File: src/rtl/hall_call_arbiter_if.sv
// Hall-call button / lift-request bundle between the button panel side and the arbiter.
// The master side drives buttons and hold; the slave (arbiter) returns request and lamps.
interface hall_call_arbiter_if;
  logic [5:0] btn;
  logic       hold;
  logic [2:0] req_code;
  logic       req_valid;
  logic [5:0] pending;

  modport master (
    output btn,
    output hold,
    input  req_code,
    input  req_valid,
    input  pending
  );

  modport slave (
    input  btn,
    input  hold,
    output req_code,
    output req_valid,
    output pending
  );
endinterface

File: src/rtl/hall_call_arbiter.sv
// Latches hall-call presses and issues them one at a time, round-robin, as lift request
// codes, with a programmable idle gap after each issue to cover the lift's busy state.
module hall_call_arbiter #(
  parameter int       GAP_CYCLES = 1,
  parameter logic [2:0] IDLE_CODE = 3'b000
) (
  input  logic                 clk,
  input  logic                 rst_n,
  hall_call_arbiter_if.slave   bus
);

  typedef enum logic [1:0] {
    IDLE  = 2'd0,
    ISSUE = 2'd1,
    GAP   = 2'd2
  } state_t;

  state_t     state_q, state_d;
  logic [5:0] pending_q, pending_d;
  logic [2:0] req_code_q, req_code_d;
  logic       req_valid_q, req_valid_d;
  logic [3:0] cnt_q, cnt_d;
  logic [2:0] last_grant_q, last_grant_d;
  logic [2:0] grant_s;
  logic [5:0] clr_s;

  function automatic logic [2:0] call_code(input logic [2:0] idx);
    logic [2:0] code;
    case (idx)
      3'd0:    code = 3'b001;
      3'd1:    code = 3'b010;
      3'd2:    code = 3'b011;
      3'd3:    code = 3'b110;
      3'd4:    code = 3'b111;
      3'd5:    code = 3'b100;
      default: code = IDLE_CODE;
    endcase
    return code;
  endfunction

  // Search starts just after the last grant; out-of-range last grants restart at bit 0.
  function automatic logic [2:0] rr_pick(input logic [5:0] req, input logic [2:0] last);
    logic [2:0] idx;
    logic [2:0] pick;
    logic       found;
    pick  = 3'd0;
    found = 1'b0;
    idx   = (last >= 3'd5) ? 3'd0 : last + 3'd1;
    for (int k = 0; k < 6; k++) begin
      if (!found && req[idx]) begin
        pick  = idx;
        found = 1'b1;
      end else begin
        found = found;
      end
      idx = (idx == 3'd5) ? 3'd0 : idx + 3'd1;
    end
    return pick;
  endfunction

  // Next-state, grant and capture logic
  always_comb begin
    state_d      = state_q;
    req_code_d   = IDLE_CODE;
    req_valid_d  = 1'b0;
    cnt_d        = cnt_q;
    last_grant_d = last_grant_q;
    clr_s        = 6'd0;
    grant_s      = rr_pick(pending_q, last_grant_q);
    case (state_q)
      IDLE: begin
        if (!bus.hold && (pending_q != 6'd0)) begin
          state_d      = ISSUE;
          req_code_d   = call_code(grant_s);
          req_valid_d  = 1'b1;
          clr_s        = 6'(6'd1 << grant_s);
          last_grant_d = grant_s;
        end else begin
          state_d = IDLE;
        end
      end
      ISSUE: begin
        if (GAP_CYCLES == 0) begin
          state_d = IDLE;
        end else begin
          state_d = GAP;
          cnt_d   = 4'(GAP_CYCLES - 1);
        end
      end
      GAP: begin
        if (cnt_q == 4'd0) begin
          state_d = IDLE;
        end else begin
          cnt_d = cnt_q - 4'd1;
        end
      end
      default: begin
        state_d = IDLE;
        cnt_d   = 4'd0;
      end
    endcase
    // A press on the bit being granted this edge is absorbed by the clear.
    pending_d = (pending_q | bus.btn) & ~clr_s;
  end

  // State and output registers
  always_ff @(posedge clk or negedge rst_n) begin
    if (!rst_n) begin
      state_q      <= IDLE;
      pending_q    <= 6'd0;
      req_code_q   <= IDLE_CODE;
      req_valid_q  <= 1'b0;
      cnt_q        <= 4'd0;
      last_grant_q <= 3'd5;
    end else begin
      state_q      <= state_d;
      pending_q    <= pending_d;
      req_code_q   <= req_code_d;
      req_valid_q  <= req_valid_d;
      cnt_q        <= cnt_d;
      last_grant_q <= last_grant_d;
    end
  end

  assign bus.req_code  = req_code_q;
  assign bus.req_valid = req_valid_q;
  assign bus.pending   = pending_q;

endmodule

File: src/flat_wrapper.sv
// flat-port wrapper written by rule: the top's interface ports become plain ports
module hall_call_arbiter_flat 
#(
  parameter int       GAP_CYCLES = 1,
  parameter logic [2:0] IDLE_CODE = 3'b000
)
  (clk, rst_n, bus_btn, bus_hold, bus_req_code, bus_req_valid, bus_pending);
  hall_call_arbiter_if bus_i ();
  input  logic clk;
  input  logic rst_n;
  input wire logic [$bits(bus_i.btn)-1:0] bus_btn;
  input wire logic [$bits(bus_i.hold)-1:0] bus_hold;
  output wire logic [$bits(bus_i.req_code)-1:0] bus_req_code;
  output wire logic [$bits(bus_i.req_valid)-1:0] bus_req_valid;
  output wire logic [$bits(bus_i.pending)-1:0] bus_pending;
  assign bus_i.btn = bus_btn;
  assign bus_i.hold = bus_hold;
  assign bus_req_code = bus_i.req_code;
  assign bus_req_valid = bus_i.req_valid;
  assign bus_pending = bus_i.pending;
  hall_call_arbiter #(.GAP_CYCLES(GAP_CYCLES), .IDLE_CODE(IDLE_CODE)) u_core (.clk(clk), .rst_n(rst_n), .bus(bus_i));
endmodule
File: config.mk
export PLATFORM = sky130hd
export DESIGN_NAME = hall_call_arbiter_flat
export DESIGN_NICKNAME = d
export VERILOG_FILES = /design/src/rtl/hall_call_arbiter_if.sv /design/src/rtl/hall_call_arbiter.sv /design/src/flat_wrapper.sv
export SDC_FILE = /design/constraint.sdc
export NUM_CORES = 1
export LEC_CHECK = 0
export CAP_MARGIN = 0
export CORE_ASPECT_RATIO = 0.7
export CORE_MARGIN = 4
export CORE_UTILIZATION = 30
export DETAILED_ROUTE_END_ITERATION = 16
export HOLD_SLACK_MARGIN = 0.08
export PLACE_DENSITY = 0.51
export SYNTH_ARGS = -nofsm -noshare
export SYNTH_HDL_FRONTEND = slang
export SYNTH_SLANG_ARGS = --single-unit
File: constraint.sdc
create_clock -name clk -period 3.2 [get_ports clk]
set_clock_uncertainty 0.1 [all_clocks]
set_input_delay 0.32 -clock clk [delete_from_list [all_inputs] [get_ports clk]]
set_output_delay 0.32 -clock clk [all_outputs]
set_load 0.01 [all_outputs]
; Word level (Yosys, flattened, before mapping)
; Cells that the tools add are included.
[word_totals]
reg_bits = 19
input_bits = 9
output_inout_bits = 10
word_cells = 98
[classes]
n_addsub = 7
magnitude_cmp = 7
eq_ne = 14
shifts = 1
muxes = 41
bitwise_logic = 4
n_reduce_logical = 18
[ops]
columns = operator, count
row1 = $mux 3, 14
row2 = $lt 3x4->1 const B, 6
row3 = $eq 3x3->1 const B, 7
row4 = $add 3x1->3 const B, 6
row5 = $bmux 1 s3, 6
row6 = $pmux 3 s6, 1
row7 = $mux 1, 14
row8 = $mux 6, 2
row9 = $pmux 4 s2, 1
row10 = $and 6x6->6, 1
row11 = $eq 3x2->1 const B, 2
row12 = $logic_and 1x1->1, 6
row13 = $logic_not 1->1, 6
row14 = $not 6->6, 1
row15 = $or 6x6->6, 1
row16 = $pmux 2 s3, 1
row17 = $reduce_bool 6->1, 1
row18 = $shl 1x3->6 const A, 1
row19 = $logic_not 4->1, 1
row20 = $mux 4, 1
row21 = $reduce_and 2->1, 2
row22 = $sub 4x1->4 const B, 1
row23 = $eq 3x1->1 const B, 1
row24 = $ge 3x3->1 const B, 1
row25 = 8 further kinds, 8

; Longest topological paths before layout
; Gate-level depths: netlist of the first run.
[depth]
ltp_word = 25
depth_mapped = 14
ltp_nobuf = 11

; Worst setup path before layout of the first run
; Ideal clock, no wire load.
[synth_path]
path_type = register to register
start = register u_core.last_grant_q[1]
end = register u_core.req_code_q[1], in the netlist u_core.bus.req_code[1]
setup_ns = 0.119
arrival_time_ns = 3.016
required_ns = 2.981
setup_slack_ns = -0.035
path_stages_with_launch = 15
n_path_buf = 3
period_less_slack_ns = 3.235
cell_sequence = dfrtp_1 -> buf_4 -> buf_2 -> inv_2 -> ha_1 -> buf_2 -> or4b_1 -> a21oi_1 -> a21oi_1 -> nand3_1 -> or3b_1 -> a32o_1 -> a21oi_4 -> a21oi_1 -> o21a_1
[synth_between]
elab_chain_len = 24
elab_cells_between_ends = 60
cone_classes = add/sub (6) / order compare (1) / eq/ne (10) / mux (32) / reduce/logical (11)
[synth_lines]
columns = item, line_no
row1 = start: declaration, hall_call_arbiter.sv:23  ; logic [2:0] last_grant_q, last_grant_d;
row2 = start signal: assignment, hall_call_arbiter.sv:121  ; last_grant_q <= last_grant_d;
row3 = $add 3x1->3 or $ge 3x3->1 (tied branches), hall_call_arbiter.sv:48  ; idx = (last >= 3'd5) ? 3'd0 : last + 3'd1;
row4 = $mux 3 (*), hall_call_arbiter.sv:48
row5 = "parallel branches: the longest is 17 deep, another holds $add 3x1->3", --
row6 = $mux 3 (*), hall_call_arbiter.sv:50  ; if (!found && req[idx]) begin
row7 = "$eq 3x3->1, or another cell as far along", hall_call_arbiter.sv:29  ; case (idx)
row8 = $pmux 3 s6 (*), hall_call_arbiter.sv:29
row9 = $mux 3 (*), hall_call_arbiter.sv:72  ; if (!bus.hold && (pending_q != 6'd0)) begin
row10 = $mux 3 (*), hall_call_arbiter.sv:70  ; case (state_q)
row11 = net u_core.req_code_d[1], hall_call_arbiter.sv:20  ; logic [2:0] req_code_q, req_code_d;
row12 = end signal: assignment, hall_call_arbiter.sv:118  ; req_code_q <= req_code_d;
row13 = end: declaration, hall_call_arbiter.sv:20
; Mark *: on every way through the listed nets, which the timed path passes. The select of a mux whose other input is x is not followed.
; A chain may end at the register's enable or synchronous reset.

; Final worst setup path of the first run
; Same ends and word-level chain as after synthesis.

==> results.sh, run 1 <==
export IMPL_period_share_pct=98.08
export IMPL_crit_path_start="u_core.last_grant_q[1]"
export IMPL_synth_edff_count=0
export IMPL_r2r_worst_path_cells=11
export IMPL_layout_cells_most_common_list="buf_4 (28), nor2_1 (18), clkdlybuf4s50_1 (18), dfrtp_1 (17), nand2_1 (16)"
export IMPL_route_detailed_vias_per_inst=5.460
export IMPL_synth_sequential_area_ratio_pct=29.29
export IMPL_timing_setup_critical_path_class="reg -> reg"
export IMPL_number_of_vias_after_detailed_routing=1687
export IMPL_max_clock_freq_mhz=318.6
export IMPL_layout_core_utilization_pct=40.89
export IMPL_non_filler_instance_count_after_layout=309
export IMPL_hold_class="in -> async"
export IMPL_critical_path_slowest_cell="or4b_4"
export IMPL_cts_sinks=19
export IMPL_crit_path_cell_trace="ha_2 -> buf_4 -> or4b_4 -> a221oi_2 -> a211o_2 -> o21ai_2 -> or3b_1 -> a32o_2 -> a21oi_4 -> a21oi_1 -> o21a_1"
export IMPL_grt_antenna_before_repair=0
export IMPL_cp_data_arrival_time_ns=3.19
export IMPL_leakage_power_figure_nw=0.8823
export IMPL_vdd_drop_max_mv=0.4929
export IMPL_core_rowCount=22
export IMPL_place_inst=301
export IMPL_run_status="completed"
export IMPL_gpl_final_weighted_congestion=0.8663
export IMPL_dieArea_um2=6701
export IMPL_slew_limit_headroom_pct=44.35
export IMPL_drt_antenna_violating_nets=0
export IMPL_critPathCaptureType="register"
export IMPL_num_nets_final=250
export IMPL_core_area_um2=5258
export IMPL_globalRoute_totalOverflow=0
export IMPL_drc=0
export IMPL_io_pins=19
export IMPL_combinationalPowerShare_pct=79.9
export IMPL_multi_input_comb_area_um2=1105
export IMPL_hpwlAfterDp_mm=3.749
export IMPL_worst_slack_ns=0.06136
export IMPL_filler_cell_count=533
export IMPL_r2r_start="u_core.last_grant_q[1]"
export IMPL_io_buffer_count=18
export IMPL_postCtsHoldBufs=0
export IMPL_endpoint="u_core.bus.req_code[1]"
export IMPL_grt_start_max_net_pins=20
export IMPL_fraction_of_power_spent_switching_nets_pct=47.72
export IMPL_yosys_most_used_dff="dfrtp_1"
export IMPL_timing_hold_violations_final=0
export IMPL_cts_clk_slew_worst_paths_ns=0.07
export IMPL_floorplan_initialDensity_pct=31.03
export IMPL_synthCells=197
export IMPL_preCtsSetupSlack_ns=-0.01109
export IMPL_worstMarginPinSlew_ns=0.8321
export IMPL_footprint_of_the_flip_flops_and_latches_um2=478.0
export IMPL_yosysUniqueCellTypes=61
export IMPL_numCtsBuffers=3
export IMPL_wirelength_mm=4.901
export IMPL_post_route_min_period_ns=3.139
export IMPL_tritoncts_clock_tree="yes"
export IMPL_n_antenna_cell=0
export IMPL_grt_first_pass_wirelength_mm=7.879
export IMPL_setup_viol_count_final=0
export IMPL_post_route_cells_drive_above_1_share_pct=23.21
export IMPL_syn_area_um2=1632
export IMPL_synth_nets=209
export IMPL_grt_use_total_pct=14.90
export IMPL_switching_power_w=0.001375
export IMPL_report_final_slew_viol_count=0
export IMPL_power_density_cell_area_nw_per_um2=1340
export IMPL_synthesis_area_per_instance_um2=8.282
export IMPL_r2r_setup_slack_ns=0.06
export IMPL_share_clk_of_total_power_pct=5.8
export IMPL_ys_async_sr_fraction_pct=100.0
export IMPL_areaGrowthSynthToFinish_pct=31.75
export IMPL_setup_repair_after_global_routing_missed_its_margin="yes"
export IMPL_required_ns=3.25
export IMPL_die_height_um=69.70
export IMPL_cts_path_max_buffers=2
export IMPL_die_w_um=96.15
export IMPL_synth_largest_type_area_fraction_pct=26.07
export IMPL_worst_skew_pair_late_latency_ns=0.26
export IMPL_critPathLaunchType="register"
export IMPL_ys_seq_elements=19
export IMPL_cp_max_fo=5
export IMPL_post_synth_main_area_contributors="dfrtp_1 (26%), a21oi_1 (4.9%), nor2_1 (4.1%)"
export IMPL_detailed_place_area_um2=2023
export IMPL_slowest_delay_ns=0.53
export IMPL_mostFrequentLayoutCell="buf_4"
export IMPL_pwr_share_seq_pct=14.3
export IMPL_drt_wirelength_per_cell_um=15.86
export IMPL_synth_yosys_warnings=0
export IMPL_firstDrtPassIters=4
export IMPL_clock_tree_root_cell="clkbuf_8"
export IMPL_first_global_vias=1499
export IMPL_cell_internal_pwr_w=0.001506
export IMPL_setup_tns_final_ns=0
export IMPL_cts_htree_levels=1
export IMPL_first_iter_violations=158
export IMPL_r2r_end="u_core.bus.req_code[1]"
export IMPL_synth_largest_area_cell="dfrtp_1"
export IMPL_max_cap_violations=0
export IMPL_finalInstanceArea_um2=2150
-- per-stage QoR --
step                hold WS [ns]  total power [W]
floorplan               -0.07559         0.001771
global placement          0.4359         0.002537
detailed placement        0.4407         0.002516
CTS                       0.4556         0.002705
global route              0.4843         0.003133
finish                    0.4423         0.002881
-- how the worst min path moves through the flow --
stage	slack, ns	depth (start not counted)	endpoint
global route	0.48	1	u_core.cnt_q[3]
CTS	0.46	2	u_core.cnt_q[1]
floorplan	-0.08	0	u_core.bus.pending[0]
global placement	0.44	2	u_core.cnt_q[1]
detailed placement	0.44	2	u_core.cnt_q[1]
finish	0.44	1	u_core.state_q[0]
-- critical path: cells and delay by family, from the launching register on --
| family | cells | cell delay, ns |
|---|---|---|
| DFF | 1 | 0.43 |
| adders and majority gates | 1 | 0.21 |
| AOI/OAI and AO/OA | 7 | 1.24 |
| buffers and inverters | 1 | 0.15 |
| and+or+nand+nor | 2 | 0.91 |
-- layer usage --
metal / GRT usage (%) / vias to the layer above / part of all wire [%]
met3: 3.145 / 3 / 6.0
met2: 20.12 / 49 / 42
met4: 2.208 / 0 / 0.16
met1: 24.03 / 813 / 52
met5: 0 / - / 0
li1: - / 822 / -
-- logic make-up after synthesis --
group | synth area share (%)
buffers and inverters | 5.905
muxes | 2.607
DFF | 29.29
adders and majority gates | 2.301
AOI/OAI and AO/OA | 32.52
xor gates and xnor gates | 0.5369
and+or+nand+nor | 26.84
-- area by class of cell --
class	instances	area share [%]
well taps	72	4.191
flip-flops and latches	19	22.24
repair buffers	47	18.68
multi-input cells	159	51.40
inverters	8	1.397
clock buffers	4	2.095
-- cell usage after synthesis, types with 4 or more instances --
cell type	number
nor2b_1	8
o22ai_1	4
nor3_1	8
a21o_1	5
inv_1	7
nand2_1	17
buf_4	6
o21a_1	4
o21ai_0	4
o22a_1	6
a21oi_1	16
nor2_1	18
nand2b_1	4
dfrtp_1	17
o21ai_1	4
-- registers in the layout, indices dropped and copies added, names as in the netlist --
register,flops
u_core.bus.pending,6
u_core.bus.req_valid,1
u_core.bus.req_code,3
u_core.last_grant_q,3
u_core.state_q,2
u_core.cnt_q,4
-- repair_timing --
action,CTS,global route
buffers inserted,1,3
gates resized for setup,0,12
pin swaps,2,2
endpoints found under the setup margin,3,12
-- power groups by stage --
stage          clock, W  sequential (W)  combinational, W
6_report       0.000166        0.000413           0.00230
5_1_grt        0.000190        0.000425           0.00252
4_1_cts        0.000173        0.000409           0.00212
3_5_place_dp          0        0.000412           0.00210
3_3_place_gp          0        0.000411           0.00213
2_1_floorplan         0        0.000393           0.00138
(Power assumes the default switching activity.)
==> run 2: changes to the inputs <==
--- a/config.mk
+++ b/config.mk
@@ -11,7 +11,7 @@
 export CORE_UTILIZATION = 30
 export DETAILED_ROUTE_END_ITERATION = 16
 export HOLD_SLACK_MARGIN = 0.08
-export PLACE_DENSITY = 0.51
+export PLACE_DENSITY = 0.49
 export SYNTH_ARGS = -nofsm -noshare
 export SYNTH_HDL_FRONTEND = slang
 export SYNTH_SLANG_ARGS = --single-unit
==> constraint.sdc (replaced) <==
create_clock -name clk -period 4 [get_ports clk]
set_clock_uncertainty 0.1 [all_clocks]
set_input_delay 0.4 -clock clk [delete_from_list [all_inputs] [get_ports clk]]
set_output_delay 0.4 -clock clk [all_outputs]
set_load 0.01 [all_outputs]
==> results.sh, run 2 (synthesized netlist as in run 1, its figures left out) <==
export IMPL_run_status="completed"
export IMPL_slew_limit_headroom_pct=43.67
export IMPL_max_cap_violations=0
export IMPL_timing_setup_critical_path_class="reg -> reg"
export IMPL_power_density_cell_area_nw_per_um2=985.3
export IMPL_setup_tns_final_ns=0
export IMPL_wirelength_mm=4.571
export IMPL_n_antenna_cell=0
export IMPL_post_route_min_period_ns=3.323
export IMPL_areaGrowthSynthToFinish_pct=18.10
export IMPL_cts_clk_slew_worst_paths_ns=0.08
export IMPL_hold_class="reg -> reg"
export IMPL_max_clock_freq_mhz=301.0
export IMPL_firstDrtPassIters=4
export IMPL_cp_max_fo=20
export IMPL_setup_viol_count_final=0
export IMPL_first_global_vias=1484
export IMPL_postCtsHoldBufs=0
export IMPL_first_iter_violations=179
export IMPL_layout_cells_most_common_list="nor2_1 (18), clkdlybuf4s50_1 (18), nand2_1 (17), dfrtp_1 (17), a21oi_1 (16)"
export IMPL_critPathLaunchType="register"
export IMPL_cp_data_arrival_time_ns=3.36
export IMPL_post_cts_buffers=0
export IMPL_io_buffer_count=18
export IMPL_dieArea_um2=6701
export IMPL_route_detailed_vias_per_inst=5.500
export IMPL_cts_repair_resized=0
export IMPL_cts_htree_levels=1
export IMPL_die_w_um=96.15
export IMPL_worst_skew_pair_late_latency_ns=0.26
export IMPL_report_final_slew_viol_count=0
export IMPL_grt_use_total_pct=14.30
export IMPL_floorplan_initialDensity_pct=31.03
export IMPL_cts_sinks=19
export IMPL_worstMarginPinSlew_ns=0.8423
export IMPL_globalRoute_totalOverflow=0
export IMPL_timing_hold_violations_final=0
export IMPL_filler_cell_count=533
export IMPL_core_area_um2=5258
export IMPL_drt_antenna_violating_nets=0
export IMPL_core_rowCount=22
export IMPL_drc=0
export IMPL_hold_slack_ns=0.4420
export IMPL_number_of_vias_after_detailed_routing=1573
export IMPL_critPathCaptureType="register"
export IMPL_die_height_um=69.70
export IMPL_vdd_drop_max_mv=0.3774
export IMPL_hpwlAfterDp_mm=3.381
export IMPL_tritoncts_clock_tree="yes"
export IMPL_leakage_power_figure_nw=0.7678
export IMPL_clock_tree_root_cell="clkbuf_8"
export IMPL_setup_repair_after_global_routing_missed_its_margin="no"
export IMPL_io_pins=19
export IMPL_gpl_final_weighted_congestion=0.8230
export IMPL_num_nets_final=227
export IMPL_largest_register_ff_count=6
export IMPL_cts_path_max_buffers=2
export IMPL_grt_antenna_before_repair=0
export IMPL_grt_start_max_net_pins=26
export IMPL_numCtsBuffers=3
export IMPL_post_route_cells_drive_above_1_share_pct=11.21
export IMPL_grt_first_pass_wirelength_mm=7.631
export IMPL_drt_wirelength_per_cell_um=15.98
export IMPL_period_share_pct=83.06
export IMPL_r2r_setup_slack_ns=0.68
export IMPL_required_ns=4.04
-- run 2: final cells by class --
| class | instances | area (um^2) | area share, % |
|---|---|---|---|
| sequential | 19 | 478.0 | 24.81 |
| inverter | 8 | 30.03 | 1.558 |
| clock inverter | 1 | 5.005 | 0.2597 |
| timing repair buffer | 24 | 225.2 | 11.69 |
| multi-input combinational | 159 | 1057 | 54.87 |
| tap | 72 | 90.09 | 4.675 |
| clock buffer | 3 | 41.29 | 2.143 |
-- run 2: critical path: stages (launching register included) --
cell      delay, ns
dfstp_2        0.75
buf_4          0.24
or4b_4         0.49
a221oi_2       0.23
a211o_2        0.15
o21ai_2        0.06
or3b_1         0.39
a32o_1         0.26
a21oi_4        0.24
nand2_1        0.11
o22a_1         0.18
-- run 2: per-stage QoR --
step                std cells  power, W  utilization [%]  setup WS (ns)  area, um^2
finish                    286  0.001898            36.65         0.6775        1927
global placement          282  0.001798            35.77         0.6092        1881
detailed placement        282  0.001752            35.77         0.7056        1881
CTS                       286  0.001891            36.65         0.6836        1927
floorplan                 197  0.001413                -         0.7654        1632
global route              286  0.002081            36.65         0.4211        1927
-- run 2: power by group --
part	leakage, nW	switching, W	total (W)	internal (W)
Sequential	0.223	0.0000904	0.000342	0.000251
Combinational	0.519	0.000824	0.00142	0.000599
Clock	0.0255	0.0000644	0.000134	0.0000692
Total	0.768	0.000979	0.00190	0.000920
-- run 2: worst paths after layout --
path	start	cells past startpoint	to
worst max-delay path	u_core.last_grant_q[2]	10	u_core.bus.pending[0]
worst min-delay path	u_core.state_q[0]	1	u_core.cnt_q[2]
worst max register to register	u_core.last_grant_q[2]	10	u_core.bus.pending[0]
worst min register to register	u_core.state_q[0]	1	u_core.cnt_q[2]
max in group asynchronous	rst_n	1	u_core.state_q[1]
min in group asynchronous	rst_n	1	u_core.bus.req_valid
-- run 2: routing by layer --
| layer | wire length, um | track usage (%) | vias up |
|---|---|---|---|
| met5 | 0 | 0 | - |
| met1 | 2371 | 23.43 | 737 |
| met3 | 341 | 3.362 | 4 |
| met2 | 1822 | 19.05 | 51 |
| li1 | - | - | 781 |
| met4 | 36 | 1.262 | 0 |
==> run 3: changes to the inputs <==
==> constraint.sdc (replaced) <==
create_clock -name clk -period 3.11 [get_ports clk]
set_clock_uncertainty 0.1 [all_clocks]
set_input_delay 0.311 -clock clk [delete_from_list [all_inputs] [get_ports clk]]
set_output_delay 0.311 -clock clk [all_outputs]
set_load 0.01 [all_outputs]
==> results.sh, run 3 (synthesized netlist as in run 1, its figures left out) <==
export IMPL_first_global_vias=1517
export IMPL_firstDrtPassIters=4
export IMPL_r2r_worst_path_cells=11
export IMPL_gpl_final_weighted_congestion=0.8353
export IMPL_filler_cell_count=547
export IMPL_post_route_cells_drive_above_1_share_pct=27.20
export IMPL_worstMarginPinSlew_ns=0.8565
export IMPL_cts_sinks=19
export IMPL_setup_viol_count_final=0
export IMPL_worst_slack_ns=0.09048
export IMPL_wirelength_mm=5.118
export IMPL_r2r_start="u_core.last_grant_q[1]"
export IMPL_crit_path_start="u_core.last_grant_q[1]"
export IMPL_core_area_um2=5258
export IMPL_die_height_um=69.70
export IMPL_grt_use_total_pct=15.64
export IMPL_r2r_setup_slack_ns=0.09
export IMPL_areaGrowthSynthToFinish_pct=36.96
export IMPL_clock_tree_root_cell="clkbuf_8"
export IMPL_critPathCaptureType="register"
export IMPL_hpwlAfterDp_mm=3.781
export IMPL_grt_start_max_net_pins=29
export IMPL_worst_skew_pair_late_latency_ns=0.25
export IMPL_cts_path_max_buffers=2
export IMPL_cp_max_fo=6
export IMPL_run_status="completed"
export IMPL_first_iter_violations=209
export IMPL_timing_setup_critical_path_class="reg -> reg"
export IMPL_drt_wirelength_per_cell_um=16.46
export IMPL_hold_class="in -> async"
export IMPL_period_share_pct=97.09
export IMPL_cts_clk_slew_worst_paths_ns=0.07
export IMPL_route_detailed_vias_per_inst=5.415
export IMPL_r2r_end="u_core.bus.req_code[1]"
export IMPL_floorplan_initialDensity_pct=31.03
export IMPL_io_buffer_count=18
export IMPL_tritoncts_clock_tree="yes"
export IMPL_cts_htree_levels=1
export IMPL_cp_data_arrival_time_ns=3.07
export IMPL_number_of_vias_after_detailed_routing=1684
export IMPL_detailed_place_area_um2=2027
export IMPL_setup_tns_final_ns=0
export IMPL_timing_hold_violations_final=0
export IMPL_drc=0
export IMPL_num_nets_final=252
export IMPL_io_pins=19
export IMPL_grt_antenna_before_repair=0
export IMPL_critPathLaunchType="register"
export IMPL_grt_first_pass_wirelength_mm=8.224
export IMPL_mostFrequentLayoutCell="buf_4"
export IMPL_drt_antenna_violating_nets=0
export IMPL_finalInstanceArea_um2=2235
export IMPL_required_ns=3.16
export IMPL_max_cap_violations=0
export IMPL_dieArea_um2=6701
export IMPL_setup_repair_after_global_routing_missed_its_margin="yes"
export IMPL_preCtsSetupSlack_ns=-0.01154
export IMPL_n_antenna_cell=0
export IMPL_layout_cells_most_common_list="buf_4 (29), nor2_1 (18), clkdlybuf4s50_1 (18), dfrtp_1 (17), nand2_1 (16)"
export IMPL_slew_limit_headroom_pct=42.72
export IMPL_post_route_min_period_ns=3.020
export IMPL_numCtsBuffers=3
export IMPL_report_final_slew_viol_count=0
export IMPL_postCtsHoldBufs=0
export IMPL_core_rowCount=22
export IMPL_max_clock_freq_mhz=331.2
export IMPL_globalRoute_totalOverflow=0
export IMPL_largest_register_ff_count=6
export IMPL_die_w_um=96.15
-- run 3: cell count changes in the layout (fill, tap and decap cells not counted), sizes merged --
cell / change
clkinv: -1
buf: +25
clkbuf: +1
-- run 3: through the flow --
stage | std cells | hold WS [ns] | util, %
2_1_floorplan | 197 | -0.08459 | -
3_3_place_gp | 299 | 0.4255 | 38.55
3_5_place_dp | 299 | 0.4345 | 38.55
4_1_cts | 303 | 0.4503 | 39.67
5_1_grt | 311 | 0.4778 | 42.50
6_report | 311 | 0.4413 | 42.50
-- run 3: cell type report --
cell class	count	area [um^2]	area share (%)
Multi-Input combinational cell	159	1162	52.02
Sequential cell	19	478.0	21.39
Timing Repair Buffer	49	429.2	19.20
Tap cell	72	90.09	4.031
Clock buffer	4	45.04	2.016
Inverter	8	30.03	1.344
-- run 3: worst max-delay path, cell delays in order (launching register included) --
cell	delay, ns
dfrtp_1	0.42
inv_2	0.07
ha_4	0.18
or4b_4	0.49
o211ai_1	0.29
a21o_1	0.20
a21oi_2	0.07
or3b_1	0.39
a32o_2	0.25
a21oi_4	0.19
a21oi_1	0.09
o21a_1	0.17
-- run 3: how the worst max path moves through the flow --
stage / to / depth (start not counted)
after floorplan: u_core.bus.req_code[1] / 14
after global placement: u_core.bus.pending[3] / 10
after detailed placement: u_core.bus.pending[1] / 11
after CTS: u_core.bus.pending[0] / 10
after global routing: u_core.bus.req_code[1] / 11
final: u_core.bus.req_code[1] / 11
-- run 3: repair_timing --
action | in CTS | in global routing
buffers inserted | 0 | 8
resized for setup | 2 | 19
setup endpoints to repair | 5 | 12
pin swaps | 0 | 6
-- run 3: metal layers --
metal / share of wire, % / global-route usage (%)
met1: 52 / 26.66
met2: 40 / 19.59
met3: 7.3 / 3.362
met4: 0.39 / 1.893
met5: 0 / 0
Power of run 3 is not shown: default switching activity piles up to over one toggle a cycle in this logic, so the estimate is an artifact.
